===== config.mk =====
export PLATFORM = sky130hd
export DESIGN_NAME = wb_arbiter
export DESIGN_NICKNAME = d
export VERILOG_FILES = /design/src/rtl/wb_arbiter_pkg.sv /design/src/rtl/wb_byte_merge.sv /design/src/rtl/wb_arbiter.sv
export SDC_FILE = /design/constraint.sdc
export NUM_CORES = 1
export LEC_CHECK = 0
export BUFFER_PORTS_ARGS = -buffer_cell sky130_fd_sc_hd__buf_2
export CAP_MARGIN = 10
export CORE_ASPECT_RATIO = 0.7
export CORE_MARGIN = 3
export CORE_UTILIZATION = 50
export CTS_BUF_LIST = sky130_fd_sc_hd__clkbuf_4
export CTS_CLUSTER_SIZE = 20
export DETAILED_ROUTE_END_ITERATION = 10
export GPL_TIMING_DRIVEN = 1
export PLACE_DENSITY = 0.82
export SYNTH_ARGS = -nofsm -noshare
export SYNTH_HDL_FRONTEND = slang
export SYNTH_SLANG_ARGS = --single-unit

===== constraint.sdc =====
create_clock -name clk -period 2 [get_ports clk]
set_clock_uncertainty 0.1 [all_clocks]
set_input_delay 0.1 -clock clk [delete_from_list [all_inputs] [get_ports clk]]
set_output_delay 0.1 -clock clk [all_outputs]
set_load 0.03 [all_outputs]

===== src/rtl/wb_arbiter_pkg.sv =====
// -----------------------------------------------------------------------------
// wb_arbiter_pkg
// Shared definitions for the instruction/data Wishbone arbiter:
//   - arb_state_e      : 3-bit arbiter state encoding
//   - WB_SEL_FULL/ZERO : byte-select constants
//   - RstEnable, ChipEnable, WriteEnable, Stop, NoStop : control-level constants
//   - STALL_IF_BIT / STALL_MEM_BIT : positions of the IF / MEM stall flags
//   - word_align()     : clears the byte offset of a byte address
// -----------------------------------------------------------------------------
package wb_arbiter_pkg;

    typedef enum logic [2:0] {
        ST_IDLE       = 3'd0,
        ST_IF_RD      = 3'd1,
        ST_MEM_RD     = 3'd2,
        ST_MEM_RMW_RD = 3'd3,
        ST_MEM_WR     = 3'd4
    } arb_state_e;

    localparam logic [3:0] WB_SEL_FULL = 4'b1111;
    localparam logic [3:0] WB_SEL_ZERO = 4'b0000;

    localparam logic RstEnable   = 1'b1;
    localparam logic ChipEnable  = 1'b1;
    localparam logic WriteEnable = 1'b1;
    localparam logic Stop        = 1'b1;
    localparam logic NoStop      = 1'b0;

    localparam int STALL_IF_BIT  = 1;
    localparam int STALL_MEM_BIT = 4;

    // Bus transfers are always word aligned; the low two address bits are dropped.
    function automatic logic [31:0] word_align(input logic [31:0] addr);
        return {addr[31:2], 2'b00};
    endfunction

endpackage


===== src/rtl/wb_byte_merge.sv =====
// -----------------------------------------------------------------------------
// wb_byte_merge
// Combinational byte merge used for the read-modify-write path of partial
// stores: every byte whose select bit is set comes from the store data, the
// others come from the word just read back from the bus.
// Ports:
//   sel      in  4   byte enables of the store
//   new_word in  32  store data
//   old_word in  32  word read from the bus
//   merged   out 32  combined word to write back
// -----------------------------------------------------------------------------
module wb_byte_merge (
    input  logic [3:0]  sel,
    input  logic [31:0] new_word,
    input  logic [31:0] old_word,
    output logic [31:0] merged
);

    // Select each byte lane independently.
    always_comb begin
        merged = old_word;
        for (int i = 0; i < 4; i++) begin
            if (sel[i]) begin
                merged[8*i +: 8] = new_word[8*i +: 8];
            end else begin
                merged[8*i +: 8] = old_word[8*i +: 8];
            end
        end
    end

endmodule


===== src/rtl/wb_arbiter.sv =====
// -----------------------------------------------------------------------------
// wb_arbiter
// Arbitrates a single Wishbone master port between the instruction fetch (IF)
// and load/store (MEM) stages. MEM wins over IF when both are pending in IDLE.
// Partial-word stores are turned into a full-word read-modify-write when
// RMW_EN=1. All bus outputs and returned read data are registered.
// Ports:
//   clk, rst                 clock and synchronous active-high reset
//   stall_i[5:0], flush_i    pipeline stall vector / flush from control
//   if_ce_i, if_addr_i       fetch request
//   if_data_o, if_stallreq_o fetch data / fetch not yet complete
//   mem_ce_i, mem_we_i, mem_sel_i, mem_addr_i, mem_data_i   load/store request
//   mem_data_o, mem_stallreq_o                              load data / busy
//   wb_cyc_o, wb_stb_o, wb_we_o, wb_addr_o, wb_sel_o, wb_data_o  bus master
//   wb_data_i, wb_ack_i      bus read data and acknowledge
// -----------------------------------------------------------------------------
module wb_arbiter
    import wb_arbiter_pkg::*;
#(
    parameter int RMW_EN = 1
) (
    input  logic        clk,
    input  logic        rst,
    input  logic [5:0]  stall_i,
    input  logic        flush_i,
    input  logic        if_ce_i,
    input  logic [31:0] if_addr_i,
    output logic [31:0] if_data_o,
    output logic        if_stallreq_o,
    input  logic        mem_ce_i,
    input  logic        mem_we_i,
    input  logic [3:0]  mem_sel_i,
    input  logic [31:0] mem_addr_i,
    input  logic [31:0] mem_data_i,
    output logic [31:0] mem_data_o,
    output logic        mem_stallreq_o,
    output logic        wb_cyc_o,
    output logic        wb_stb_o,
    output logic        wb_we_o,
    output logic [31:0] wb_addr_o,
    output logic [3:0]  wb_sel_o,
    output logic [31:0] wb_data_o,
    input  logic [31:0] wb_data_i,
    input  logic        wb_ack_i
);

    arb_state_e  state_r;
    arb_state_e  state_nxt_s;

    // Store request captured at grant so mid-transaction changes are ignored.
    logic [3:0]  st_sel_r;
    logic [31:0] st_data_r;
    logic        if_done_r;
    logic        mem_done_r;
    logic        cancel_r;

    logic        cyc_nxt_s;
    logic        stb_nxt_s;
    logic        we_nxt_s;
    logic [31:0] addr_nxt_s;
    logic [3:0]  sel_nxt_s;
    logic [31:0] wdata_nxt_s;
    logic [31:0] if_data_nxt_s;
    logic [31:0] mem_data_nxt_s;
    logic [3:0]  st_sel_nxt_s;
    logic [31:0] st_data_nxt_s;
    logic        if_done_nxt_s;
    logic        mem_done_nxt_s;
    logic        cancel_nxt_s;
    logic        if_set_s;
    logic        mem_set_s;

    logic        if_pending_s;
    logic        mem_pending_s;
    logic        mem_partial_s;
    logic        if_clear_s;
    logic        mem_clear_s;
    logic [31:0] merged_s;
    logic        unused_bits_s;

    assign if_pending_s  = (if_ce_i == ChipEnable) & ~if_done_r;
    assign mem_pending_s = (mem_ce_i == ChipEnable) & ~mem_done_r;
    assign mem_partial_s = (mem_sel_i != WB_SEL_FULL);
    assign if_clear_s    = (stall_i[STALL_IF_BIT] == NoStop) | flush_i;
    assign mem_clear_s   = (stall_i[STALL_MEM_BIT] == NoStop) | flush_i;

    // Stall bits of other stages and byte offsets do not affect the arbiter.
    assign unused_bits_s = ^{stall_i[5], stall_i[3:2], stall_i[0],
                             if_addr_i[1:0], mem_addr_i[1:0]};

    // Stall requests are forced low while reset is held.
    assign if_stallreq_o  = (rst != RstEnable) & if_pending_s;
    assign mem_stallreq_o = (rst != RstEnable) & mem_pending_s;

    wb_byte_merge u_byte_merge (
        .sel      (st_sel_r),
        .new_word (st_data_r),
        .old_word (wb_data_i),
        .merged   (merged_s)
    );

    // State register.
    always_ff @(posedge clk) begin
        if (rst == RstEnable) begin
            state_r <= ST_IDLE;
        end else begin
            state_r <= state_nxt_s;
        end
    end

    // Next-state logic: grant selection in IDLE, ack-driven progress elsewhere.
    always_comb begin
        state_nxt_s = state_r;
        case (state_r)
            ST_IDLE: begin
                if (mem_pending_s) begin
                    if (mem_we_i == WriteEnable) begin
                        if (!mem_partial_s) begin
                            state_nxt_s = ST_MEM_WR;
                        end else if (RMW_EN != 0) begin
                            state_nxt_s = ST_MEM_RMW_RD;
                        end else begin
                            state_nxt_s = ST_MEM_RD;
                        end
                    end else begin
                        state_nxt_s = ST_MEM_RD;
                    end
                end else if (if_pending_s) begin
                    state_nxt_s = ST_IF_RD;
                end else begin
                    state_nxt_s = ST_IDLE;
                end
            end
            ST_IF_RD, ST_MEM_RD, ST_MEM_WR: begin
                if (wb_ack_i) begin
                    state_nxt_s = ST_IDLE;
                end else begin
                    state_nxt_s = state_r;
                end
            end
            ST_MEM_RMW_RD: begin
                if (wb_ack_i) begin
                    state_nxt_s = ST_MEM_WR;
                end else begin
                    state_nxt_s = state_r;
                end
            end
            default: begin
                state_nxt_s = ST_IDLE;
            end
        endcase
    end

    // Output logic: next values of every registered output and flag.
    always_comb begin
        cyc_nxt_s      = wb_cyc_o;
        stb_nxt_s      = wb_stb_o;
        we_nxt_s       = wb_we_o;
        addr_nxt_s     = wb_addr_o;
        sel_nxt_s      = wb_sel_o;
        wdata_nxt_s    = wb_data_o;
        if_data_nxt_s  = if_data_o;
        mem_data_nxt_s = mem_data_o;
        st_sel_nxt_s   = st_sel_r;
        st_data_nxt_s  = st_data_r;
        cancel_nxt_s   = cancel_r;
        if_set_s       = 1'b0;
        mem_set_s      = 1'b0;

        case (state_r)
            ST_IDLE: begin
                case (state_nxt_s)
                    ST_IF_RD: begin
                        cyc_nxt_s    = 1'b1;
                        stb_nxt_s    = 1'b1;
                        we_nxt_s     = 1'b0;
                        sel_nxt_s    = WB_SEL_FULL;
                        addr_nxt_s   = word_align(if_addr_i);
                        cancel_nxt_s = 1'b0;
                    end
                    ST_MEM_RD, ST_MEM_RMW_RD, ST_MEM_WR: begin
                        cyc_nxt_s     = 1'b1;
                        stb_nxt_s     = 1'b1;
                        addr_nxt_s    = word_align(mem_addr_i);
                        wdata_nxt_s   = mem_data_i;
                        st_sel_nxt_s  = mem_sel_i;
                        st_data_nxt_s = mem_data_i;
                        if (state_nxt_s == ST_MEM_RD) begin
                            we_nxt_s  = mem_we_i;
                            sel_nxt_s = mem_sel_i;
                        end else if (state_nxt_s == ST_MEM_RMW_RD) begin
                            we_nxt_s  = 1'b0;
                            sel_nxt_s = WB_SEL_FULL;
                        end else begin
                            we_nxt_s  = 1'b1;
                            sel_nxt_s = WB_SEL_FULL;
                        end
                    end
                    default: begin
                        cyc_nxt_s = wb_cyc_o;
                    end
                endcase
            end
            ST_IF_RD: begin
                if (wb_ack_i) begin
                    cyc_nxt_s    = 1'b0;
                    stb_nxt_s    = 1'b0;
                    we_nxt_s     = 1'b0;
                    sel_nxt_s    = WB_SEL_ZERO;
                    cancel_nxt_s = 1'b0;
                    // A flush on the ack edge itself also discards the data.
                    if (!cancel_r && !flush_i) begin
                        if_data_nxt_s = wb_data_i;
                        if_set_s      = 1'b1;
                    end else begin
                        if_set_s      = 1'b0;
                    end
                end else if (flush_i) begin
                    cancel_nxt_s = 1'b1;
                end else begin
                    cancel_nxt_s = cancel_r;
                end
            end
            ST_MEM_RD, ST_MEM_WR: begin
                if (wb_ack_i) begin
                    cyc_nxt_s = 1'b0;
                    stb_nxt_s = 1'b0;
                    we_nxt_s  = 1'b0;
                    sel_nxt_s = WB_SEL_ZERO;
                    mem_set_s = 1'b1;
                    // Only a real load returns data; a direct store in MEM_RD does not.
                    if (state_r == ST_MEM_RD && wb_we_o == 1'b0) begin
                        mem_data_nxt_s = wb_data_i;
                    end else begin
                        mem_data_nxt_s = mem_data_o;
                    end
                end else begin
                    mem_set_s = 1'b0;
                end
            end
            ST_MEM_RMW_RD: begin
                // Second phase keeps the cycle open and writes the merged word.
                if (wb_ack_i) begin
                    wdata_nxt_s = merged_s;
                    we_nxt_s    = 1'b1;
                    sel_nxt_s   = WB_SEL_FULL;
                    stb_nxt_s   = 1'b1;
                end else begin
                    wdata_nxt_s = wb_data_o;
                end
            end
            default: begin
                cyc_nxt_s = 1'b0;
                stb_nxt_s = 1'b0;
                we_nxt_s  = 1'b0;
                sel_nxt_s = WB_SEL_ZERO;
            end
        endcase

        // Set has priority over clear for both completion flags.
        if (if_set_s) begin
            if_done_nxt_s = 1'b1;
        end else if (if_clear_s) begin
            if_done_nxt_s = 1'b0;
        end else begin
            if_done_nxt_s = if_done_r;
        end

        if (mem_set_s) begin
            mem_done_nxt_s = 1'b1;
        end else if (mem_clear_s) begin
            mem_done_nxt_s = 1'b0;
        end else begin
            mem_done_nxt_s = mem_done_r;
        end
    end

    // Output and flag registers.
    always_ff @(posedge clk) begin
        if (rst == RstEnable) begin
            wb_cyc_o   <= 1'b0;
            wb_stb_o   <= 1'b0;
            wb_we_o    <= 1'b0;
            wb_addr_o  <= 32'h0000_0000;
            wb_sel_o   <= WB_SEL_ZERO;
            wb_data_o  <= 32'h0000_0000;
            if_data_o  <= 32'h0000_0000;
            mem_data_o <= 32'h0000_0000;
            st_sel_r   <= WB_SEL_ZERO;
            st_data_r  <= 32'h0000_0000;
            if_done_r  <= 1'b0;
            mem_done_r <= 1'b0;
            cancel_r   <= 1'b0;
        end else begin
            wb_cyc_o   <= cyc_nxt_s;
            wb_stb_o   <= stb_nxt_s;
            wb_we_o    <= we_nxt_s;
            wb_addr_o  <= addr_nxt_s;
            wb_sel_o   <= sel_nxt_s;
            wb_data_o  <= wdata_nxt_s;
            if_data_o  <= if_data_nxt_s;
            mem_data_o <= mem_data_nxt_s;
            st_sel_r   <= st_sel_nxt_s;
            st_data_r  <= st_data_nxt_s;
            if_done_r  <= if_done_nxt_s;
            mem_done_r <= mem_done_nxt_s;
            cancel_r   <= cancel_nxt_s;
        end
    end

endmodule


==> results list <==
- Sequential share of power: 47.8%
- Source-to-sink clock delay at the later pin of the worst-skew pair: 0.58 ns
- Status: finished, violations left
- The tightest hold path in the finished design has a slack of 0.169 ns.
- Period Utilization, post-route: 102%
- The number of antenna violations at the first check in global routing is 2.
- Counting flops and latches in the post-synthesis netlist gives 175.
- Once layout is complete, the cells apart from fillers number 1491.
- During synthesis, Yosys emitted a total of 0 warnings.
* Unrepaired setup endpoints after global routing: yes
- Share of synthesized area occupied by flip-flops and latches: 49.0%
- Top cells by area in the synthesized netlist: dfxtp_1, nand2_1, a21oi_1
- Adder-Cell Fraction of Synth Area: 0%
- Mapped Avg Cell Area: 7.83 um^2
- Nets@finish: 1435
* Pre-CTS setup slack: -0.0185 ns
- Filler instances: 989
- Counting flops with an async set or reset pin after synthesis yields a share of 0%.
- Inserted Clock Buffers: 17
* Clock Sinks: 175
* Core ar.: 0.0136 mm^2
- Vias per Instance: 5.58
- Combinational family with the most area after synthesis: simple AND/OR/NAND/NOR gates
* Via count: 8326
- Syn Inst Count: 913
- Of the post-synthesis cell area, the dominant cell type holds 49.0%.
* Simple logic cell fraction of the synthesized area: 22.3%
- Die height: 106 um
- The tightest min-delay check is of the primary input to register type.
* Share of cells above drive strength 1: 27.5%
- Avg WL per Cell: 17.8 um
- Global routing finished with a remaining overflow of 0.
- The analysis attributes to cell leakage a power of 0.00446 uW.
- dfxtp_1 takes more of the synthesized area than any other cell.
- In this run the cell area of the synthesized design comes to 0.00715 mm^2.
- The floorplan step defined a die boundary enclosing 0.0158 mm^2.
- 282 I/O pins were placed.
* Area taken by multi-input logic gates: 0.00343 mm^2
* Max-cap viol count: 0
- Combinational logic is responsible for 28.6% of the overall power.
* Peak Freq: 492 MHz
- For this design the total switching power over the nets is 3040 uW.
- Die Span X: 149 um
* Final count of negative-setup-slack endpoints: 1
* Minimum period implied by the final worst setup slack: 2.03 ns
- Library cells used by synthesis: 39
* Failing checks: setup timing
- The area growth from synthesis to layout is 46.6%.
* Clk buf depth: 2
- Routed WL: 26.5 mm
* Xor/xnor cell area share of the yosys netlist: 0.123%
- The worst pin sits at a relative slew slack of 59.5%.
- The floorplan has 35 rows.
- Top_reg_cell synth: dfxtp_1
- Counting flops with a built-in enable in the synthesized netlist gives 0.
* Critical path startpoint category: register
* Clock-pin slew on the worst setup and hold paths: 0.16 ns
- Count of TritonRoute iterations in the first routing pass: 5
- RePlAce Congestion: 0.851
- Dpl cells: 1320
- Arrival time at the worst endpoint: 2.41 ns
- The worst setup path is of the register to register kind.
* Maximum ir drop on the vdd rail: 0.512 mV
- Once routing completed, OpenROAD measured the worst setup slack at -0.0335 ns.
* Critical path data required time: 2.38 ns
- In this run switching power makes up 36.8% of total power.
- In this run the tool buffered the top-level ports with 271 buffer cells.
- Post-synthesis compound-gate area fraction: 19.3%
- Detailed Place HPWL: 15.3 mm
- Library cell used as clock root buffer: clkbuf_4
- In this run the power density over the cells is 788 mW/mm^2.
* Initial core utilization: 52.7%
* Iter 0 DRT Violations: 650
* Sequential cell area: 0.00350 mm^2
* Global Route Usage Sum: 32.5%
* Largest driver fanout on the critical path: 15
* Largest net degree at the start of global routing: 65
- The number of global-route vias before repair was 8141.
- Antenna-violating nets left: 0
- CP Capture Type: register
* Portion of total power attributed to the clock network: 23.5%
- Remaining DRCs: 0
- For the final routed database, the setup TNS stands at -0.0335 ns.
- TritonCTS built the clock tree.
* Slew at the pin with the worst max-slew slack: 0.607 ns
- Number of slew-limit violations in the final report: 0
- The count of final hold-check violations was 0.
- The clock tree synthesis step divided the H-tree into 4 levels.
- Mux contribution to synthesized area: 4.48%
- First-pass GRT wire length: 40.9 mm
- Internal portion of total power: 5220 uW
==> kinds of logic after synthesis <==
kind of cell,after synthesis
AOI/OAI and AO/OA,220
xor gates and xnor gates,1
buffers and inverters,78
DFF,175
muxes,32
other,1
and+or+nand+nor,406
==> cell usage in the layout (no fill, tap or decap), types with 2 or more instances in the layout <==
cell	synthesis	routed
inv_8	0	4
clkinvlp_4	0	3
nor3_1	7	6
buf_4	5	20
a311oi_2	4	14
nor2_1	48	47
dlygate4sd3_1	0	134
inv_6	0	5
clkbuf_4	0	18
and4_1	2	2
clkinv_2	0	2
conb_1	1	2
nand3_1	2	2
o211ai_1	32	32
o2bb2ai_1	4	4
buf_2	19	270
a21oi_1	138	136
mux2i_1	32	32
buf_12	0	10
nand2b_1	7	7
o22a_1	2	2
nor2b_1	3	2
a31oi_1	2	2
nand2_1	330	329
a311oi_1	27	17
o22ai_1	2	2
diode_2	0	3
dfxtp_1	175	174
==> metal layers <==
metal  GRT usage, %  wire [um]  up-vias
met2           55.0      12700      506
met4           17.6       1270        0
met5              0          0        -
li1               -          -     3837
met1           38.7      10300     3871
met3           6.73       2260      112
==> cell usage after synthesis (2+ instances only) <==
library cell    n
a21oi_1       138
a311oi_1       27
a311oi_2        4
a31oi_1         2
and2_1          2
and4_1          2
buf_1           4
buf_2          19
buf_4           5
clkbuf_1       49
dfxtp_1       175
mux2i_1        32
nand2_1       330
nand2b_1        7
nand3_1         2
nor2_1         48
nor2b_1         3
nor3_1          7
o211ai_1       32
o22a_1          2
o22ai_1         2
o2bb2ai_1       4
==> path summary, 6_finish.rpt <==
check	start	endpoint	slack, ns	cells after the start
max	mem_done_r	wb_addr_o[9]	-0.03	6
min	mem_ce_i	state_r[0]	0.17	5
max reg2reg	mem_done_r	wb_addr_o[9]	-0.03	6
min reg2reg	if_data_o[15]	if_data_o[15]	0.36	2
==> final cells by class <==
type	count	area share (%)
multi-input combinational	661	32.8
sequential	175	33.4
tap	185	2.21
antenna	3	0.0716
clock buffer	18	1.29
clock inverter	14	1.16
inverter	1	0.0358
timing repair buffer	434	29.0
==> metrics by stage <==
| step | area (um^2) | power, uW | util, % |
|---|---|---|---|
| 2_1_floorplan | 7150 | 5290 | - |
| 3_3_place_gp | 8760 | 5970 | 64.5 |
| 3_5_place_dp | 8760 | 6010 | 64.5 |
| 4_1_cts | 10400 | 8150 | 76.8 |
| 5_1_grt | 10500 | 8590 | 77.2 |
| 6_report | 10500 | 8260 | 77.2 |
==> power groups by stage <==
stage               registers [uW]  clock network (uW)  logic (uW)
floorplan                     4400                   0         892
global placement              4000                   0        1980
detailed placement            4010                   0        2000
CTS                           3930                1950        2260
global route                  3980                2090        2520
finish                        3950                1940        2370
==> sequential cells by signal (all words and copies together) (netlist names), 3 cells and up <==
register    cells
state_r         3
wb_data_o      32
wb_sel_o        4
if_data_o      32
mem_data_o     32
st_data_r      32
st_sel_r        4
wb_addr_o      30
==> timing repair <==
action	CTS	global route
endpoints found under the hold margin	175	0
buffers inserted	2	0
gates resized for setup	4	13
setup endpoints to repair	2	27
pin swaps	1	2
hold buffers	134	0
gates cloned	1	0
==> critical path, cell delays in order (launching register included) <==
cell and delay (ns):
dfxtp_2 0.35, or4b_4 0.53, a21boi_4 0.17, o22ai_4 0.21
buf_12 0.19, nand2_1 0.07, a311oi_2 0.32
(Power assumes the default switching activity.)
